`config.mk`:
```
export PLATFORM = sky130hd
export DESIGN_NAME = nps_inmem_seq
export DESIGN_NICKNAME = d
export VERILOG_FILES = /design/src/rtl/nps_pkg.sv /design/src/rtl/nps_cpu_wr_gate.sv /design/src/rtl/nps_inmem_seq.sv
export SDC_FILE = /design/constraint.sdc
export NUM_CORES = 1
export LEC_CHECK = 0
export ABC_AREA = 1
export ABC_CLOCK_PERIOD_IN_PS = 2600
export CAP_MARGIN = 25
export CORE_AREA = 2 2 82 84
export DETAILED_ROUTE_END_ITERATION = 8
export DIE_AREA = 0 0 84 86
export GPL_ROUTABILITY_DRIVEN = 0
export GPL_TIMING_DRIVEN = 0
export PLACE_DENSITY = 0.89
export REMOVE_ABC_BUFFERS = 1
export SLEW_MARGIN = 20
export SYNTH_ARGS = -nofsm -noshare
export SYNTH_HDL_FRONTEND = slang
export SYNTH_SLANG_ARGS = --single-unit
export TNS_END_PERCENT = 5
```
`constraint.sdc`:
```
create_clock -name clk -period 2.6 [get_ports clk]
set_input_delay 0.65 -clock clk [delete_from_list [all_inputs] [get_ports clk]]
set_output_delay 0.65 -clock clk [all_outputs]
set_load 0.05 [all_outputs]
```
`src/rtl/nps_pkg.sv`:
```
// Shared definitions for the NPS input-memory stage: sequencer state encoding
// and the default memory geometry, so the sequencer and the memory agree.
package nps_pkg;

    localparam int NPS_DATA_WIDTH = 16;
    localparam int NPS_ADR_WIDTH  = 5;

    typedef enum logic [2:0] {
        ST_IDLE  = 3'd0,
        ST_START = 3'd1,
        ST_WAIT  = 3'd2,
        ST_GAP   = 3'd3,
        ST_DONE  = 3'd4,
        ST_ERR   = 3'd5
    } seq_state_t;

endpackage

```
`src/rtl/nps_cpu_wr_gate.sv`:
```
// CPU write path into the input memory: one register stage, with writes
// dropped (and flagged) while a frame sequence is in progress.
module nps_cpu_wr_gate
    import nps_pkg::*;
#(
    parameter int DATA_WIDTH = NPS_DATA_WIDTH,
    parameter int ADR_WIDTH  = NPS_ADR_WIDTH
) (
    input  logic                  clk,
    input  logic                  reset_x,
    input  logic                  busy,
    input  logic                  cpu_wr,
    input  logic [ADR_WIDTH-1:0]  cpu_adr,
    input  logic [DATA_WIDTH-1:0] cpu_data,
    output logic                  mem_wr,
    output logic [ADR_WIDTH-1:0]  mem_adr,
    output logic [DATA_WIDTH-1:0] mem_data,
    output logic                  wr_reject
);

    logic wr_accept;

    assign wr_accept = cpu_wr & ~busy;

    // Strobes: forward accepted writes, pulse reject for writes seen while busy
    always_ff @(posedge clk or negedge reset_x) begin
        if (!reset_x) begin
            mem_wr    <= 1'b0;
            wr_reject <= 1'b0;
        end else begin
            mem_wr    <= wr_accept;
            wr_reject <= cpu_wr & busy;
        end
    end

    // Address register, updated only on accepted writes so the port stays quiet
    always_ff @(posedge clk or negedge reset_x) begin
        if (!reset_x) begin
            mem_adr <= '0;
        end else if (wr_accept) begin
            mem_adr <= cpu_adr;
        end
    end

    // Data register, one flop per bit with the same accept enable
    for (genvar gi = 0; gi < DATA_WIDTH; gi++) begin : g_data_bit
        always_ff @(posedge clk or negedge reset_x) begin
            if (!reset_x) begin
                mem_data[gi] <= 1'b0;
            end else if (wr_accept) begin
                mem_data[gi] <= cpu_data[gi];
            end
        end
    end

endmodule

```
`src/rtl/nps_inmem_seq.sv`:
```
// Frame sequencer for the NPS input memory: issues start for N frames with an
// inter-frame gap, checks each frame's beat count and completion, and reports
// busy/done/err status. CPU loads are gated off while a sequence runs.
module nps_inmem_seq
    import nps_pkg::*;
#(
    parameter int DATA_WIDTH  = NPS_DATA_WIDTH,
    parameter int ADR_WIDTH   = NPS_ADR_WIDTH,
    parameter int DATA_NUM    = 30,
    parameter int FRAME_WIDTH = 8,
    parameter int GAP         = 4,
    parameter int TIMEOUT     = 100,
    parameter int TO_WIDTH    = 7
) (
    input  logic                   clk,
    input  logic                   reset_x,
    input  logic [ADR_WIDTH-1:0]   cpu_adr,
    input  logic [DATA_WIDTH-1:0]  cpu_data,
    input  logic                   cpu_wr,
    input  logic                   cpu_run,
    input  logic [FRAME_WIDTH-1:0] cpu_frames,
    input  logic                   cpu_abort,
    output logic [ADR_WIDTH-1:0]   mem_adr,
    output logic [DATA_WIDTH-1:0]  mem_data,
    output logic                   mem_wr,
    output logic                   mem_start,
    input  logic                   mem_vo,
    input  logic                   mem_fo,
    output logic                   busy,
    output logic                   done,
    output logic                   err,
    output logic                   wr_reject,
    output logic [FRAME_WIDTH-1:0] frame_cnt
);

    localparam int BEAT_WIDTH = $clog2(DATA_NUM + 1);
    localparam int GAP_WIDTH  = (GAP > 1) ? $clog2(GAP) : 1;

    localparam logic [BEAT_WIDTH-1:0] BEAT_EXPECT = BEAT_WIDTH'(DATA_NUM);
    localparam logic [TO_WIDTH-1:0]   TO_LAST     = TO_WIDTH'(TIMEOUT - 1);
    localparam logic [GAP_WIDTH-1:0]  GAP_LAST    = GAP_WIDTH'(GAP - 1);

    seq_state_t             state_reg;
    logic [FRAME_WIDTH-1:0] frames_reg;
    logic [BEAT_WIDTH-1:0]  beat_cnt_reg;
    logic [TO_WIDTH-1:0]    to_cnt_reg;
    logic [GAP_WIDTH-1:0]   gap_cnt_reg;

    logic [BEAT_WIDTH-1:0]  beat_cnt_next;
    logic [FRAME_WIDTH-1:0] frame_cnt_next;

    // Beat count including the current cycle's vo, saturating at all-ones
    always_comb begin
        beat_cnt_next = beat_cnt_reg;
        if (mem_vo && (beat_cnt_reg != '1)) begin
            beat_cnt_next = beat_cnt_reg + 1'b1;
        end
    end

    assign frame_cnt_next = frame_cnt + 1'b1;

    // Sequencer FSM with registered status/start outputs and frame counters
    always_ff @(posedge clk or negedge reset_x) begin
        if (!reset_x) begin
            state_reg    <= ST_IDLE;
            frames_reg   <= '0;
            beat_cnt_reg <= '0;
            to_cnt_reg   <= '0;
            gap_cnt_reg  <= '0;
            frame_cnt    <= '0;
            mem_start    <= 1'b0;
            busy         <= 1'b0;
            done         <= 1'b0;
            err          <= 1'b0;
        end else if (cpu_abort && (state_reg != ST_IDLE)) begin
            // Abort beats any pending fo; frame_cnt and err are left as they are
            state_reg <= ST_IDLE;
            mem_start <= 1'b0;
            busy      <= 1'b0;
            done      <= 1'b0;
        end else begin
            case (state_reg)
                ST_IDLE: begin
                    mem_start <= 1'b0;
                    busy      <= 1'b0;
                    done      <= 1'b0;
                    if (cpu_run) begin
                        if (cpu_frames != '0) begin
                            frames_reg <= cpu_frames;
                            frame_cnt  <= '0;
                            err        <= 1'b0;
                            mem_start  <= 1'b1;
                            busy       <= 1'b1;
                            state_reg  <= ST_START;
                        end else begin
                            // Empty sequence completes immediately
                            done <= 1'b1;
                        end
                    end
                end

                ST_START: begin
                    mem_start    <= 1'b0;
                    beat_cnt_reg <= '0;
                    to_cnt_reg   <= '0;
                    state_reg    <= ST_WAIT;
                end

                ST_WAIT: begin
                    beat_cnt_reg <= beat_cnt_next;
                    to_cnt_reg   <= to_cnt_reg + 1'b1;
                    if (mem_fo) begin
                        if (beat_cnt_next != BEAT_EXPECT) begin
                            err       <= 1'b1;
                            busy      <= 1'b0;
                            state_reg <= ST_ERR;
                        end else begin
                            frame_cnt <= frame_cnt_next;
                            if (frame_cnt_next == frames_reg) begin
                                done      <= 1'b1;
                                state_reg <= ST_DONE;
                            end else begin
                                gap_cnt_reg <= '0;
                                state_reg   <= ST_GAP;
                            end
                        end
                    end else if (to_cnt_reg == TO_LAST) begin
                        err       <= 1'b1;
                        busy      <= 1'b0;
                        state_reg <= ST_ERR;
                    end
                end

                ST_GAP: begin
                    if (gap_cnt_reg == GAP_LAST) begin
                        mem_start <= 1'b1;
                        state_reg <= ST_START;
                    end else begin
                        gap_cnt_reg <= gap_cnt_reg + 1'b1;
                    end
                end

                ST_DONE: begin
                    done      <= 1'b0;
                    busy      <= 1'b0;
                    state_reg <= ST_IDLE;
                end

                ST_ERR: begin
                    state_reg <= ST_IDLE;
                end

                default: begin
                    mem_start <= 1'b0;
                    busy      <= 1'b0;
                    done      <= 1'b0;
                    state_reg <= ST_IDLE;
                end
            endcase
        end
    end

    nps_cpu_wr_gate #(
        .DATA_WIDTH (DATA_WIDTH),
        .ADR_WIDTH  (ADR_WIDTH)
    ) u_wr_gate (
        .clk       (clk),
        .reset_x   (reset_x),
        .busy      (busy),
        .cpu_wr    (cpu_wr),
        .cpu_adr   (cpu_adr),
        .cpu_data  (cpu_data),
        .mem_wr    (mem_wr),
        .mem_adr   (mem_adr),
        .mem_data  (mem_data),
        .wr_reject (wr_reject)
    );

endmodule

```
After elaboration in Yosys (flattened, before gate mapping)
Cells that the tools add are included.
Cells by class
  add/sub/neg operators: 4
  $mul: 0
  div/mod/pow operators: 0
  order comparisons: 0
  equality and inequality tests: 28
  shifts and indexed selects: 0
  muxes and demuxes: 45
  bitwise logic cells: 4
  reductions and logical operators: 19
Operator list (count)
  $mux W8: 4
  $mux W3: 8
  $ne A3 B3 Y1 const B: 8
  $mux W1: 19
  $reduce_and A6 Y1: 3
  $pmux W8 S2: 1
  $pmux W7 S2: 1
  $ne A2 B2 Y1 const B: 6
  $pmux W3 S4: 1
  $reduce_and A4 Y1: 3
  $ne A5 B5 Y1 const B: 2
  $pmux W5 S2: 1
  $pmux W1 S3: 3
  $add A8 B1 Y8 const B: 1
  $eq A8 B8 Y1: 1
  $mux W2: 4
  $ne A4 B4 Y1 const B: 2
  $reduce_bool A8 Y1: 1
  $add A7 B1 Y7 const B: 1
  $eq A7 B7 Y1 const B: 1
  $eq A3 B2 Y1 const B: 2
  $eq A3 B3 Y1 const B: 2
  $reduce_bool A2 Y1: 3
  $reduce_or A3 Y1: 2
  other kinds (15): 20
Storage, ports and cells
  register bits after elaboration: 60
  bits in latches: 0
  bits in writable memories: 0
  bits in read-only memories: 0
  output and inout bits: 35
  word-level logic and storage cells: 129
  memories kept: 0

Depth between registers and ports, before layout
  depth after elaboration: 8
  depth in mapped cells: 17
  mapped depth without buffers: 17

Cells and area by module
From an unflattened synthesis, not the netlist that was laid out.
Unflattened totals
  cells, all modules: 417
  area total of the unflattened synthesis: 3249.4 um^2
Modules (own cells, without submodules)
  nps_inmem_seq: times used 1, cells each 320, area each 2357.3 um^2
  nps_cpu_wr_gate: times used 1, cells each 97, area each 892.1 um^2

Least setup slack after synthesis
OpenSTA, ideal clock, no wires.
  kind: register -> register
  from: register frame_cnt[0]
  to: register state_reg[1]
  setup time: 117 ps
  arrival: 1903 ps
  required time: 2483 ps
  path slack: 579 ps
  stages on the path, launching flop included: 13
  buffers on the path: 0
  period minus slack after synthesis: 2021 ps
  path through: dfrtp_1 > ha_1 > nand3_1 > nor2_1 > nand2_1 > nand3_1 > nand3_1 > nor2_4 > nand2_1 > nand2_1 > nand2_1 > nand3_1 > nand2_1
On the way
  word-level cells in the longest chain between the ends: 7
RTL lines
  start: declaration: RTL line nps_inmem_seq.sv:33  | output logic [FRAME_WIDTH-1:0] frame_cnt
  start signal: assignment: RTL line nps_inmem_seq.sv:118  | frame_cnt <= frame_cnt_next;
  $add A8 B1 Y8: RTL line nps_inmem_seq.sv:60  | assign frame_cnt_next = frame_cnt + 1'b1;
  $eq A8 B8 Y1: RTL line nps_inmem_seq.sv:119  | if (frame_cnt_next == frames_reg) begin
  $mux W3: RTL line nps_inmem_seq.sv:119
  $mux W3: RTL line nps_inmem_seq.sv:113  | if (beat_cnt_next != BEAT_EXPECT) begin
  $mux W3: RTL line nps_inmem_seq.sv:112  | if (mem_fo) begin
  $pmux W3 S4: RTL line nps_inmem_seq.sv:82  | case (state_reg)
  $mux W3: RTL line nps_inmem_seq.sv:75  | end else if (cpu_abort && (state_reg != ST_IDLE)) begin
  end signal: assignment: RTL line nps_inmem_seq.sv:77  | state_reg <= ST_IDLE;
  end signal: assignment: RTL line nps_inmem_seq.sv:116  | state_reg <= ST_ERR;
  end signal: assignment: RTL line nps_inmem_seq.sv:121  | state_reg <= ST_DONE;
  end: declaration: RTL line nps_inmem_seq.sv:43  | seq_state_t state_reg;
No other way between the ends.
A chain may end at the register's enable or synchronous reset.

Final worst setup path
  from: input cpu_wr
  to: register u_wr_gate.mem_data[13]
On the way
  word-level cells in the longest chain between the ends: 1
RTL lines
  start: declaration: RTL line nps_inmem_seq.sv:19  | input logic cpu_wr,
  $and A1 B1 Y1: RTL line nps_cpu_wr_gate.sv:23  | assign wr_accept = cpu_wr & ~busy;
  end signal: indexed assignment: RTL line nps_cpu_wr_gate.sv:51  | mem_data[gi] <= cpu_data[gi];
  end: declaration: RTL line nps_cpu_wr_gate.sv:17  | output logic [DATA_WIDTH-1:0] mem_data,
No other way between the ends.

==> results.md <==
- CTS buffer count: 9
- DP Wirelength: 5404 µm
- Max reg flops: 16
- Final period util: 92.27%
- Area occupied by multi-input gates: ~1400 µm²
- DRT antenna net count: 0
- Layout area overhead: 34.08%
- Worst VDD drop: ~0.7 mV
- Max-cap violations: 0
- Clk pwr share: between 20% and 30%
- Area contributors post-synth: dfrtp_1 (49%), nand2_1 (19%), inv_1 (5.8%)
- Inst Count DP: 550
- Power density cells: ~1100 nW/µm²
- Int Power: ~2.5 mW
- Filler Cell Count: just over 500
- Worst Path Arrival: between 2 and 3 ns
- Combinational power share: 45.4%
- CP Class: in -> reg
- Sw power: about 2.0 mW
- GRT overflow: 0
- Clk pin slew, worst setup/hold paths: 0.07 ns
- Ant diodes: 0
- Post-route setup TNS: 0 ns
- Seq. cell area: 1501 µm²
- CTS root buffer: clkbuf_8
- Pleak: 2.020 nW
- IO Pins: 71
- First-pass GRT wire length: 12610 µm
- Number of cell rows: 29
- Die Ht: 86 µm
- Net switching fraction of the power: 43.98%
- Mapped Area: slightly above 3000 µm²
- Crit-path max FO: 23
- Largest net degree at the start of global routing: 51
- Core Area: between 6000 and 7000 µm²
- Final Hold Violating Endpoints: 0
- Min Tclk post-route: about 2.4 ns
- Commonest non-fill, non-tap cell in the layout: nand2_1
- Worst min-delay path category: in -> async
- Post-DR vias/cell: 5.064
- Synth Register Bits: 60
- Main synth FF type: dfrtp_1
- Initial antenna violation count: 0
- Max-slew headroom: 42.79%
- Synthesized instance count: between 400 and 500
- CP required: 2.84 ns
- Count of final setup violators: 0
- Via count: around 2900
- Most frequent cells in the layout: nand2_1 (155), clkdlybuf4s50_1 (69), dfrtp_1 (60), inv_1 (48)
- Slew @ Worst Pin: around 0.86 ns
- First DRT Iteration DRCs: 153
- Synth async-reset ratio: 100.0%
- CTS tree: yes
- Post-Syn Area per Cell: between 7 and 8 µm²
- Initial Utilization: 49.25%
- Dpl ws: -0.1662 ns
- Cell taking the most area after synthesis: dfrtp_1
- Setup Buffers After CTS: 0
- Die area: around 7200 µm²
- CTS H-Tree Depth: 3
- Share of cells above drive strength 1: around 8.4%
- WL/cell: between 10 and 15 µm
- Clock Path Buffers: 2
- Total Nets Final: about 530
- Yosys warnings: 0
- Status: finished, final reports clean
- Buffers on Ports: 70
- Clk_skew: 0.01012 ns
- Fin. max-slew vios: 0
- All-layer global routing usage: a little over a fifth
- Type of origin of the critical path: input pin
- Drt drc: 0
- Die Wd: 84 µm
- RSZ-0062 raised after global routing: no
- Crit end category: flop
- Number of global-route vias before repair: 2880
- Fin worst setup slack: about 0.2 ns
- WL final: 7325 µm
- Skew-Pair Late Insertion Delay: about 0.34 ns
- Share of power burned in registers: 31.2%
- Post-synth EDFFs: 0
- Clock Sinks: 60
- FMAX: between 400 and 500 MHz
- Hold buffers post-CTS: 0
- Synth top area share: between 40% and 50%
- Register area share after synthesis: slightly below 50%
- 1st-pass router iterations: 4
- PostCTS Resize Cnt: 0
- Fin cells: 566
- Post-synthesis cell type count: 28
-- critical path: stages --
cell             delay [ns]
clkdlybuf4s50_1        0.47
inv_1                  0.05
nor2_2                 0.64
inv_1                  0.56
nand2_1                0.18
nand2_1                0.06
-- power groups by stage --
stage	sequential, mW	clock (mW)	combinational (mW)
6_report	1.39	1.04	2.03
4_1_cts	1.40	1.06	2.03
2_1_floorplan	2.00	0	0.761
3_3_place_gp	1.40	0	1.98
3_5_place_dp	1.41	0	2.03
5_1_grt	1.43	1.10	2.20
-- Yosys cell counts (5+ instances only) --
cell	count
o22ai_1	6
inv_2	6
clkbuf_1	5
nand2_1	155
dfrtp_1	60
o21ai_0	27
nand3_1	27
nor2_1	25
nand4_1	6
ha_1	5
nor2_4	5
inv_1	48
-- layout make-up --
class	count	share of cell area [%]
clock buffers	9	2.988
clock inverters	7	2.988
inverters	54	4.890
multi-input cells	288	33.08
flip-flops and latches	60	36.22
well taps	77	2.324
repair buffers	71	17.51
-- stage by stage --
| step | area, µm² | hold WS (ns) | util [%] | power, mW |
|---|---|---|---|---|
| floorplan | 3073 | 0.3544 | - | 2.758 |
| global placement | 3870 | 0.4541 | 61.65 | 3.371 |
| detailed placement | 3897 | 0.4578 | 62.09 | 3.436 |
| CTS | 4145 | 0.1301 | 66.04 | 4.492 |
| global route | 4145 | 0.1306 | 66.04 | 4.740 |
| finish | 4145 | 0.1357 | 66.04 | 4.465 |
-- cell families after synthesis --
group,after synthesis,synth area share (%)
AO/OA/AOI/OAI,43,7.811
XOR/XNOR,6,1.700
adder cells (fa/ha/maj),5,2.023
buffers and inverters,59,7.163
flip-flops,60,48.56
AND/OR/NAND/NOR,234,32.74
-- final timing paths --
kind	from	end	slack, ns	cells after the start
worst min-delay path	reset_x	done	0.14	1
max in group asynchronous	reset_x	u_wr_gate.wr_reject	1.99	2
worst min register to register	u_wr_gate.mem_data[0]	u_wr_gate.mem_data[0]	0.47	2
worst max-delay path	cpu_wr	u_wr_gate.mem_data[13]	0.20	6
worst max register to register	beat_cnt_reg[1]	frame_cnt[7]	0.25	13
min in group clk	u_wr_gate.mem_data[0]	u_wr_gate.mem_data[0]	0.47	2
-- per-layer routing --
layer  part of all wire [%]  up-vias  global-route usage [%]  wire [µm]
li1                       -     1439                       -          -
met1                     41     1312                   24.63       2990
met2                     50       98                   39.20       3688
met3                    6.6       17                   6.352        486
met4                    2.2        0                   8.211        159
met5                      0        -                       0          0
(Power assumes the default switching activity.)
